**src/rtl/div_pkg.sv**
```systemverilog
// div_pkg: shared definitions for the divider arbiter slice.
//   - state encoding of the arbiter FSM
//   - default operand width and requester count
//   - operand packing: requester i occupies bits [i*W +: W] of a packed bus
package div_pkg;

  localparam int unsigned DEFAULT_W    = 4;
  localparam int unsigned DEFAULT_NREQ = 4;

  typedef enum logic [1:0] {
    ST_IDLE  = 2'd0,
    ST_ISSUE = 2'd1,
    ST_WAIT  = 2'd2,
    ST_RESP  = 2'd3
  } state_t;

  // LSB position of requester idx's lane in a packed NREQ*width operand bus.
  function automatic int unsigned lane_lsb(input int unsigned idx, input int unsigned width);
    return idx * width;
  endfunction

endpackage

```
**src/rtl/div_arbiter_rr_pick.sv**
```systemverilog
// rr_pick: combinational round-robin picker.
//   eligible : requesters that may be granted this cycle
//   last_gnt : index of the most recently served requester
//   grant_c  : one-hot grant (all zero when nothing is eligible)
//   index_c  : binary index of the granted requester
// The search starts at (last_gnt + 1) mod NREQ and wraps.
module rr_pick
  import div_pkg::*;
#(
  parameter int unsigned NREQ = DEFAULT_NREQ,
  parameter int unsigned IDW  = $clog2(NREQ)
) (
  input  logic [NREQ-1:0] eligible,
  input  logic [IDW-1:0]  last_gnt,
  output logic [NREQ-1:0] grant_c,
  output logic [IDW-1:0]  index_c
);

  logic [IDW-1:0] pos;
  logic           found;

  // First eligible requester after last_gnt, in wrap-around order.
  always_comb begin
    grant_c = '0;
    index_c = '0;
    found   = 1'b0;
    pos     = '0;
    for (int unsigned k = 1; k <= NREQ; k++) begin
      pos = IDW'((32'(last_gnt) + k) % NREQ);
      if (!found && eligible[pos]) begin
        found        = 1'b1;
        grant_c[pos] = 1'b1;
        index_c      = pos;
      end
    end
  end

endmodule

```
**src/rtl/div_arbiter.sv**
```systemverilog
// div_arbiter: shares one integer divider among NREQ requesters.
// A pending request is picked round-robin, its operands are latched, the
// divider is started with a one-cycle div_go, and on div_done the result is
// returned to the winner with a one-cycle one-hot rsp_valid pulse.
//
// Ports:
//   clk, rst                    clock, asynchronous active-low reset
//   req, req_dividend,
//   req_divisor, req_n          per-requester request level and packed operands
//   rsp_valid                   one-hot response pulse
//   rsp_quotient/remainder/error shared response data, valid with rsp_valid
//   busy, cur_id                arbiter status and requester being served
//   div_go, div_dividend,
//   div_divisor, div_n          registered command to the divider
//   div_done, div_quotient,
//   div_remainder, div_error    divider result
//
// Build option: DIV_ARB_ZERO_BYPASS_EN answers zero-divisor requests directly
// (error set, zero quotient/remainder) without starting the divider.
module div_arbiter
  import div_pkg::*;
#(
  parameter int unsigned NREQ = DEFAULT_NREQ,
  parameter int unsigned W    = DEFAULT_W,
  parameter int unsigned IDW  = $clog2(NREQ)
) (
  input  logic              clk,
  input  logic              rst,
  input  logic [NREQ-1:0]   req,
  input  logic [NREQ*W-1:0] req_dividend,
  input  logic [NREQ*W-1:0] req_divisor,
  input  logic [NREQ-1:0]   req_n,
  output logic [NREQ-1:0]   rsp_valid,
  output logic [W-1:0]      rsp_quotient,
  output logic [W-1:0]      rsp_remainder,
  output logic              rsp_error,
  output logic              busy,
  output logic [IDW-1:0]    cur_id,
  output logic              div_go,
  output logic [W-1:0]      div_dividend,
  output logic [W-1:0]      div_divisor,
  output logic              div_n,
  input  logic              div_done,
  input  logic [W-1:0]      div_quotient,
  input  logic [W-1:0]      div_remainder,
  input  logic              div_error
);

  localparam logic [IDW-1:0] LAST_GNT_RST = IDW'(NREQ - 1);

  state_t          state;
  logic [IDW-1:0]  last_gnt;
  logic [NREQ-1:0] mask;
  logic [NREQ-1:0] gnt_oh;

  logic [NREQ-1:0] eligible_c;
  logic [NREQ-1:0] pick_grant_c;
  logic [IDW-1:0]  pick_idx_c;
  logic [W-1:0]    dvd_lane [NREQ];
  logic [W-1:0]    dvs_lane [NREQ];
  logic [W-1:0]    pick_dvd_c;
  logic [W-1:0]    pick_dvs_c;
  logic            pick_n_c;

  // Unpack the per-requester operand lanes.
  for (genvar i = 0; i < NREQ; i++) begin : g_lane
    assign dvd_lane[i] = req_dividend[lane_lsb(i, W) +: W];
    assign dvs_lane[i] = req_divisor[lane_lsb(i, W) +: W];
  end

  // The requester just served is hidden for one IDLE cycle while its req is
  // still high from the handshake.
  assign eligible_c = req & ~mask;

  rr_pick #(
    .NREQ (NREQ),
    .IDW  (IDW)
  ) u_pick (
    .eligible (eligible_c),
    .last_gnt (last_gnt),
    .grant_c  (pick_grant_c),
    .index_c  (pick_idx_c)
  );

  assign pick_dvd_c = dvd_lane[pick_idx_c];
  assign pick_dvs_c = dvs_lane[pick_idx_c];
  assign pick_n_c   = req_n[pick_idx_c];

  // Arbiter FSM; every output is a register.
  always_ff @(posedge clk or negedge rst) begin
    if (!rst) begin
      state         <= ST_IDLE;
      busy          <= 1'b0;
      cur_id        <= '0;
      gnt_oh        <= '0;
      last_gnt      <= LAST_GNT_RST;
      mask          <= '0;
      div_go        <= 1'b0;
      div_dividend  <= '0;
      div_divisor   <= '0;
      div_n         <= 1'b0;
      rsp_valid     <= '0;
      rsp_quotient  <= '0;
      rsp_remainder <= '0;
      rsp_error     <= 1'b0;
    end else begin
      div_go    <= 1'b0;
      rsp_valid <= '0;
      case (state)
        ST_IDLE: begin
          mask <= '0;
          if (|eligible_c) begin
            cur_id       <= pick_idx_c;
            gnt_oh       <= pick_grant_c;
            div_dividend <= pick_dvd_c;
            div_divisor  <= pick_dvs_c;
            div_n        <= pick_n_c;
            busy         <= 1'b1;
`ifdef DIV_ARB_ZERO_BYPASS_EN
            if (pick_dvs_c == '0) begin
              state         <= ST_RESP;
              rsp_valid     <= pick_grant_c;
              rsp_quotient  <= '0;
              rsp_remainder <= '0;
              rsp_error     <= 1'b1;
            end else begin
              state  <= ST_ISSUE;
              div_go <= 1'b1;
            end
`else
            state  <= ST_ISSUE;
            div_go <= 1'b1;
`endif
          end
        end
        ST_ISSUE: begin
          state <= ST_WAIT;
        end
        ST_WAIT: begin
          if (div_done) begin
            rsp_quotient  <= div_quotient;
            rsp_remainder <= div_remainder;
            rsp_error     <= div_error;
            rsp_valid     <= gnt_oh;
            state         <= ST_RESP;
          end
        end
        ST_RESP: begin
          last_gnt <= cur_id;
          mask     <= gnt_oh;
          busy     <= 1'b0;
          state    <= ST_IDLE;
        end
        default: begin
          busy  <= 1'b0;
          state <= ST_IDLE;
        end
      endcase
    end
  end

endmodule

```
**config.mk**
```make
export PLATFORM = sky130hd
export DESIGN_NAME = div_arbiter
export DESIGN_NICKNAME = d
export VERILOG_FILES = /design/src/rtl/div_pkg.sv /design/src/rtl/div_arbiter_rr_pick.sv /design/src/rtl/div_arbiter.sv
export SDC_FILE = /design/constraint.sdc
export NUM_CORES = 1
export LEC_CHECK = 0
export ABC_AREA = 1
export CORE_UTILIZATION = 30
export CTS_BUF_LIST = sky130_fd_sc_hd__clkbuf_4
export DETAILED_ROUTE_END_ITERATION = 16
export PLACE_DENSITY = 0.61
export SLEW_MARGIN = 20
export SYNTH_ARGS = -nofsm -noshare
export SYNTH_HDL_FRONTEND = slang
export SYNTH_SLANG_ARGS = --single-unit
```
**constraint.sdc**
```tcl
create_clock -name clk -period 4.8 [get_ports clk]
set_clock_uncertainty 0.2 [all_clocks]
set_input_delay 0.96 -clock clk [delete_from_list [all_inputs] [get_ports clk]]
set_output_delay 0.96 -clock clk [all_outputs]
set_load 0.01 [all_outputs]
```
==> impl_metrics.yaml <==
run_status:
  status: "completed"
floorplan:
  fp.dieH_um: 92.5
  io-pin-count: 78
  rows: 32
  die_w_um: 92.5
  coreArea_mm2: 0.00781
  start_util: 0.315
  die_area_mm2: 0.00856
power_and_ir_drop:
  p_seq_frac: 0.241
  pwr-share-clk: 0.091
  combPwrFrac: 0.668
  max-vdd-ir-drop_mv: 0.260
  p_leak_nw: 1.67
  netSwitchingFraction: 0.490
  p_per_area_mw_per_mm2: 704
  p_switching_w: 0.00116
  p_int_w: 0.00120
clock_network:
  root_buffer: "clkbuf_4"
  cts_buffers: 5
  clk_latency_ns: 0.34
  postCtsSetupBuffers: 0
  ctsHoldBuffers: 0
  clockBufferDepth: 2
  clkTransAtPathRegs_ns: 0.12
  cts.htree.levels: 2
  cts_tree: "yes"
  clock_sinks: 38
  post_cts_resized: 0
route:
  wire_per_inst_um: 12.8
  vias: 2288
  first_iter_violations: 101
  routed_wl_um: 6330
  ant_nets: 0
  via_per_inst: 4.63
  dr.pass1.iters: 4
  drc: 0
layout:
  drive_gt1_frac: 0.112
  antenna_cells: 0
  layout_commonest_cell: "nand2_1"
  layout_common_cells: "86 x nand2_1, 76 x clkdlybuf4s50_1, 50 x inv_1"
  area_delta_synth_final_pct: 36.6
  fin_nets: 455
synth:
  yosysUniqueCellTypes: 26
  synth_compound_area_frac: 0.0698
  ys_seq_area_frac: 0.388
  synth_top_family_by_area: "simple AND/OR/NAND/NOR gates"
  synthMuxAreaShare: 0.0412
  yosys_warnings: 0
  yosys.area.top_type_share: 0.367
  avgSynthCellArea_um2: 7.80
  synth_fa_ha_area_frac: 0.0611
  syn-cell-area_mm2: 0.00246
  ys_seq_elements: 38
  syn_nets: 379
  synth-xor-area-share: 0
  synth_cells: 315
  yosys.area.top_type: "dfrtp_1"
  synthTopCellsByArea: "dfrtp_1 37%, nand2_1 13%, nand3_1 7.7%, inv_1 7.6%, ha_1 6.1%"
  synth_simple_gate_area_frac: 0.327
timing:
  relSlewSlack: 0.443
  post-route-period-util: 0.699
  min_period_ns: 3.36
  tightest_slew_ns: 0.836
  slew_viol_final: 0
  worst_slack_ns: 1.44
  rsz0062_at_grt: "no"
  setup_viol: 0
  fin_setup_tns_ns: 0
  hold_viol_final: 0
  max_freq_mhz: 298
critical_path:
  worstSetupPathType: "flip-flop to flip-flop"
  arrival_ns: 3.39
  critPathRequiredTime_ns: 4.83
  worst-path-stages: 14
  crit_slowest_cell: "dfstp_2"
  crit_top_cell: "nand2_1"
  critPathTopFamily: "simple AND/OR/NAND/NOR gates"
  cp_slowest_stage_delay_ns: 0.68
  worst-path-buf-inv: 2
  critPathMaxFanout: 20
  endpoint_kind: "flip-flop"
  reg2regPathDepth: 14
  path_cells: "inv_2 > ha_1 > inv_1 > nand3_1 > nand2_2 > nand2_2 > nand2_1 > nand3_2 > nand2_2 > nand2_1 > nand3_1 > nand2_1 > nand2_1 > nand2_1"
  cp-start-kind: "flip-flop"
placement:
  place.gp.congestion: 0.916
  dpl.hpwl_um: 4890
  port_buffers: 77
  preCtsSetupSlack_ns: 1.21
global_routing:
  globalRouteOverflowTotal: 0
  grt_pass1_wl_um: 10800
  grt_max_degree: 39
  antenna_found_initial: 0
  grt_pass1_vias: 2193
  track_usage: 0.159
worst_hold_path:
  whs_path_depth: 2
  hold_class: "flip-flop to flip-flop"
flow_run:
  cap_violations: 0
-- power groups by stage --
stage / logic [W] / registers [W] / clock network, W
3_5_place_dp: 0.00157 / 0.000579 / 0
6_report: 0.00158 / 0.000570 / 0.000215
3_3_place_gp: 0.00156 / 0.000578 / 0
4_1_cts: 0.00158 / 0.000573 / 0.000224
2_1_floorplan: 0.00110 / 0.000607 / 0
5_1_grt: 0.00180 / 0.000594 / 0.000236
-- state kept, by name, summed over array words and instances (netlist names) --
| name | flops |
|---|---|
| div_dividend | 4 |
| div_go | 1 |
| rsp_remainder | 4 |
| busy | 1 |
| div_divisor | 4 |
| mask | 4 |
| rsp_error | 1 |
| state | 2 |
| cur_id | 2 |
| div_n | 1 |
| rsp_valid | 4 |
| rsp_quotient | 4 |
| last_gnt | 2 |
| gnt_oh | 4 |
-- stage by stage --
stage | instances | total power (W) | hold WS (ns) | area [µm²] | util
floorplan | 315 | 0.00171 | 0.278 | 2460 | -
global placement | 486 | 0.00214 | 0.273 | 3280 | 0.420
detailed placement | 486 | 0.00215 | 0.274 | 3280 | 0.420
CTS | 494 | 0.00238 | 0.300 | 3360 | 0.430
global route | 494 | 0.00263 | 0.317 | 3360 | 0.430
finish | 494 | 0.00236 | 0.297 | 3360 | 0.430
-- cells in the mapped netlist (all sizes together) --
library cell and instances:
o21ai 15, inv 52, buf 7, dfrtp 36, clkinv 1, nor2 8, nand2 93, clkbuf 2
nor3 1, nand3b 9, a211oi 1, nand4 1, mux2 9, ha 12, nand3 51, a31oi 3
a21oi 8, a22oi 4, dfstp 2
-- final cells by class --
type	count	area (µm²)
Sequential cell	38	953
Timing Repair Buffer	78	773
Inverter	53	199
Clock buffer	5	37.5
Multi-Input combinational cell	215	1230
Fill cell	820	4450
Tap cell	102	128
Clock inverter	3	40.0
-- layer usage --
metal	track usage	up-vias	share of wire
li1	-	1153	-
met1	0.225	1079	0.46
met2	0.251	51	0.49
met3	0.0222	5	0.043
met4	0.0469	0	0.011
met5	0	-	0
-- path summary, 6_finish.rpt --
check	end	slack (ns)	startpoint
max reg2reg	div_divisor[0]	1.44	last_gnt[0]
max in group asynchronous	div_dividend[1]	3.37	rst
max	div_divisor[0]	1.44	last_gnt[0]
min reg2reg	div_dividend[2]	0.30	div_dividend[2]
min	div_dividend[2]	0.30	div_dividend[2]
min in group asynchronous	rsp_valid[1]	0.50	rst
-- cells by family (layout without fill, tap and decap cells) --
kind of cell	after synthesis	count (layout)
AND/OR/NAND/NOR	163	163
AO/OA/AOI/OAI	31	31
multiplexers	9	9
flip-flops	38	38
buffers and inverters	62	139
adder cells (fa/ha/maj)	12	12
-- worst min-delay path: stages, from the launching register on --
cell and delay (ns):
dfrtp_1 0.36, nand2_1 0.05, nand2_1 0.06
(Power assumes the default switching activity.)
